**src/rtl/aes_key_we_seq.sv**
```systemverilog
`default_nettype none
// ============================================================================
// Module      : aes_key_we_seq
// Description : Sequences masked key-share word writes into one-hot write
//               enables, tracks written words and signals when a key is full.
// Revision    : 1.0 - initial release
// ============================================================================
module aes_key_we_seq #(
    parameter int NumShares = 2,
    parameter int NumWords  = 8,
    parameter int DataWidth = 32
) (
    input  logic                            clk_i,
    input  logic                            rst_i,
    input  logic                            wr_valid_i,
    output logic                            wr_ready_o,
    input  logic [$clog2(NumShares)-1:0]    wr_share_i,
    input  logic [$clog2(NumWords)-1:0]     wr_idx_i,
    input  logic [DataWidth-1:0]            wr_data_i,
    output logic [NumShares*NumWords-1:0]   key_init_we_o,
    output logic [DataWidth-1:0]            key_data_o,
    output logic [NumShares*NumWords-1:0]   written_o,
    output logic                            key_new_o,
    input  logic                            key_use_i,
    input  logic                            key_clear_i,
    output logic                            err_o
);

    localparam int c_num_total = NumShares * NumWords;
    localparam int c_flat_w    = (c_num_total > 1) ? $clog2(c_num_total) : 1;

    typedef enum logic [1:0] {
        ST_IDLE  = 2'd0,
        ST_LOAD  = 2'd1,
        ST_FULL  = 2'd2,
        ST_CLEAR = 2'd3
    } state_t;

    state_t                  r_state;
    state_t                  w_state_nxt;
    logic [c_num_total-1:0]  r_we;
    logic [DataWidth-1:0]    r_data;
    logic [c_num_total-1:0]  r_written;
    logic                    r_err;

    logic                    w_accept;
    logic [c_flat_w-1:0]     w_flat_idx;
    logic [c_num_total-1:0]  w_onehot;
    logic [c_num_total-1:0]  w_written_upd;

    // Share-major flattening: bit = share*NumWords + idx
    assign w_flat_idx    = c_flat_w'(wr_share_i) * c_flat_w'(NumWords) + c_flat_w'(wr_idx_i);
    assign w_written_upd = r_written | w_onehot;

    always_comb begin
        w_onehot             = '0;
        w_onehot[w_flat_idx] = 1'b1;
    end

    always_comb begin
        wr_ready_o  = ((r_state == ST_IDLE) || (r_state == ST_LOAD)) && !key_clear_i;
        key_new_o   = (r_state == ST_FULL);
        w_accept    = wr_valid_i && wr_ready_o;
        w_state_nxt = r_state;
        case (r_state)
            ST_IDLE, ST_LOAD: begin
                if (w_accept) begin
                    w_state_nxt = (&w_written_upd) ? ST_FULL : ST_LOAD;
                end
            end
            ST_FULL: begin
                if (key_use_i) begin
                    w_state_nxt = ST_CLEAR;
                end
            end
            default: w_state_nxt = ST_IDLE;
        endcase
        // A wipe request overrides every other transition, including writes
        if (key_clear_i) begin
            w_state_nxt = ST_CLEAR;
        end
    end

    always_ff @(posedge clk_i or posedge rst_i) begin
        if (rst_i) begin
            r_state   <= ST_IDLE;
            r_we      <= '0;
            r_data    <= '0;
            r_written <= '0;
            r_err     <= 1'b0;
        end else begin
            r_state <= w_state_nxt;
            if (w_state_nxt == ST_CLEAR) begin
                r_we      <= '0;
                r_data    <= '0;
                r_written <= '0;
            end else begin
                r_we <= w_accept ? w_onehot : '0;
                if (w_accept) begin
                    r_data    <= wr_data_i;
                    r_written <= w_written_upd;
                end
            end
            if (key_clear_i) begin
                r_err <= 1'b0;
            end else if (key_use_i && (r_state != ST_FULL)) begin
                r_err <= 1'b1;
            end
        end
    end

    assign key_init_we_o = r_we;
    assign key_data_o    = r_data;
    assign written_o     = r_written;
    assign err_o         = r_err;

endmodule
`default_nettype wire

```
**config.mk**
```make
export PLATFORM = sky130hd
export DESIGN_NAME = aes_key_we_seq
export DESIGN_NICKNAME = d
export VERILOG_FILES = /design/src/rtl/aes_key_we_seq.sv
export SDC_FILE = /design/constraint.sdc
export NUM_CORES = 1
export LEC_CHECK = 0
export ABC_AREA = 1
export BUFFER_PORTS_ARGS = -buffer_cell sky130_fd_sc_hd__buf_4
export CAP_MARGIN = 0
export CORE_AREA = 2 2 86 88
export CTS_CLUSTER_DIAMETER = 150
export DETAILED_ROUTE_END_ITERATION = 10
export DIE_AREA = 0 0 88 90
export PLACE_DENSITY = 0.69
export SKIP_CTS_REPAIR_TIMING = 1
export SLEW_MARGIN = 20
export SYNTH_ARGS = -nofsm -noshare
export SYNTH_HDL_FRONTEND = slang
export SYNTH_SLANG_ARGS = --single-unit
```
**constraint.sdc**
```tcl
create_clock -name clk_i -period 4.7 [get_ports clk_i]
set_input_delay 0.47 -clock clk_i [delete_from_list [all_inputs] [get_ports clk_i]]
set_output_delay 0.47 -clock clk_i [all_outputs]
set_load 0.05 [all_outputs]
```
==> impl_metrics.tcl <==
set metrics [dict create \
    core_um2 7020 \
    synth_area_leaders "dfrtp_1 (63%), nand2_1 (15%), inv_1 (3.8%), nor2_1 (3.8%), nand3_1 (3.7%)" \
    grt_pass1_wl_mm 10.4 \
    synthSimpleGateAreaFrac_pct 23.3 \
    slowest_delay_ns 0.73 \
    path_buf_inv 1 \
    seqPwrFrac_pct 50.1 \
    antenna_left 0 \
    syn_area_per_cell_um2 8.91 \
    dp_hpwl_mm 4.47 \
    cpMaxStageDelayCell "nand2_1" \
    gp_congestion 0.756 \
    first_iter_violations 91 \
    yosys.area_share.adder_pct 0 \
    p_switching_uw 323 \
    start_kind "flip-flop" \
    finalSetupTns_ns 0 \
    ys_ff_latch 67 \
    htreeDepth 3 \
    totalWireLength_mm 6.24 \
    p_leak_uw 0.00203 \
    cts_root_buf "clkbuf_8" \
    p_per_area_nw_per_um2 323 \
    yosys.cell_types.count 15 \
    drc 0 \
    grtUsageTotal_pct 16.8 \
    drive_above_1_share_pct 31.1 \
    dr.pass1.iters 4 \
    dieArea_um2 7920 \
    synth_area_um2 2670 \
    power.total_uw 1200 \
    final_cell_mix "buf_4 (109), nand2_1 (106), dfrtp_1 (67)" \
    synth_nets 341 \
    cts_max_path_buffers 2 \
    cp.arrival_ns 2.53 \
    ys_warn_count 0 \
    vias_per_cell 4.56 \
    clock_skew_ns 0.00448 \
    p_int_uw 880 \
    cp_top_family "simple AND/OR/NAND/NOR gates" \
    io_buffers 107 \
    slew_headroom_pct 33.0 \
    cp_max_fo 30 \
    row_count 31 \
    min_path_type "primary input to flip-flop" \
    start_util_pct 38.1 \
    fin_crit_sh_pct 49.2 \
    synthCells 300 \
    status "completed" \
    grt_pass1_vias 2261 \
    path_cells "nor2_1 > nand2_1 > nand2_1 > inv_1 > nand3_1 > nand2_1" \
    dieHeight_um 90 \
    cts_tree "done" \
    synth_top_family_by_area "simple AND/OR/NAND/NOR gates" \
    cp-end-kind "flip-flop" \
    grt_max_degree 68 \
    max_freq_mhz 432 \
    pwr-share-comb_pct 14.7 \
    synth-xor-area-share_pct 0 \
    nets 446 \
    ir_drop_mv 0.168 \
    cts_buffers 9 \
    drv_cap 0 \
    yosys.area.top_type "dfrtp_1" \
    clock_latency_ns 0.33 \
    vias 2315 \
    muxShareOfSynthArea_pct 0 \
    wl_per_cell_um 12.3 \
    worst_pin_slew_ns 1.00 \
    rsz0062_at_grt "no" \
    yosysTopAreaCellShare_pct 62.7 \
    setup_violations 0 \
    p_sw_share_pct 26.8 \
    maxSlewViolCount 0 \
    mostFrequentLayoutCell "buf_4" \
    ios 108 \
    cts.clk_slew.worst_paths_ns 0.06 \
    synth_compound_area_share_pct 7.39 \
    clkPwrFrac_pct 35.2 \
    required_ns 4.92 \
    hold_viol_final 0 \
    antenna_found_initial 0 \
    area_growth_syn_to_layout_pct 39.2 \
    period_needed_ns 2.31 \
    ys_seq_area_share_pct 62.7 \
    path_class "flip-flop to flip-flop" \
    cpMostUsedCell "nand2_1" \
    die_w_um 88 \
    clock-sinks 67 \
    grt-ovfl-total 0 \
    diodes 0 \
]
cells by family after synthesis:
| group | after synthesis |
|---|---|
| AOI/OAI and AO/OA | 34 |
| buffers and inverters | 42 |
| and+or+nand+nor | 157 |
| DFF | 67 |
layout make-up:
cell class                 count  area (um^2)
fill                         668         3300
sequential                    67         1680
multi-input combinational    191          823
timing repair buffer         109          818
clock buffer                  13          169
tap                           99          124
inverter                      27          101
clock inverter                 2         10.0
metrics by stage:
step | util (%) | setup slack [ns] | cells | cell area [um^2] | hold WS [ns]
after detailed placement | 50.5 | 2.32 | 493 | 3540 | 0.491
after CTS | 53.0 | 2.31 | 508 | 3720 | 0.321
final | 53.0 | 2.39 | 508 | 3720 | 0.335
after global placement | 50.5 | 2.39 | 493 | 3540 | 0.495
after floorplan | - | 2.55 | 300 | 2670 | 0.585
after global routing | 53.0 | 2.09 | 508 | 3720 | 0.318
synthesized netlist by cell type:
| master | number |
|---|---|
| a22o_1 | 1 |
| nand3_1 | 20 |
| dfrtp_1 | 67 |
| o21ai_0 | 1 |
| clkbuf_1 | 2 |
| buf_2 | 12 |
| buf_4 | 1 |
| o21bai_1 | 2 |
| nor2_1 | 27 |
| o22ai_1 | 15 |
| nand3b_1 | 1 |
| nand2_1 | 107 |
| nor2_2 | 2 |
| a21oi_1 | 15 |
| inv_1 | 27 |
routing by layer:
| metal | global-route usage (%) | wire, um |
|---|---|---|
| met5 | 0 | 0 |
| met4 | 7.18 | 153 |
| met3 | 4.59 | 444 |
| met2 | 25.0 | 3040 |
| met1 | 23.1 | 2600 |
sequential cells by signal, indices dropped and copies added, names as in the netlist:
signal         cells
key_data_o        32
key_init_we_o     16
written_o         16
r_state            2
err_o              1
tightest hold or removal path, cell delays in order:
cell and delay [ns]:
buf_4 0.07, nand2_1 0.04, nand2_1 0.05
power groups by stage:
| stage | Sequential (uW) | Clock (uW) | Combinational [uW] |
|---|---|---|---|
| after global routing | 605 | 465 | 192 |
| after floorplan | 665 | 0 | 59.0 |
| after detailed placement | 613 | 0 | 180 |
| after global placement | 614 | 0 | 177 |
| after CTS | 603 | 436 | 180 |
| final | 603 | 423 | 177 |
worst paths after layout:
path | end | startpoint | cells past startpoint | slack (ns)
worst max-delay path | key_data_o[23]$_DFFE_PP0P_ | r_state[0]$_DFF_PP0_ | 6 | 2.39
worst min-delay path | key_data_o[14]$_DFFE_PP0P_ | wr_data_i[14] | 3 | 0.34
max in group asynchronous | key_data_o[10]$_DFFE_PP0P_ | rst_i | 3 | 3.78
worst min register to register | key_data_o[25]$_DFFE_PP0P_ | key_data_o[25]$_DFFE_PP0P_ | 2 | 0.51
min in group asynchronous | key_data_o[5]$_DFFE_PP0P_ | rst_i | 3 | 0.37
worst max register to register | key_data_o[23]$_DFFE_PP0P_ | r_state[0]$_DFF_PP0_ | 6 | 2.39
No activity file was read; power rests on OpenSTA's default activity.
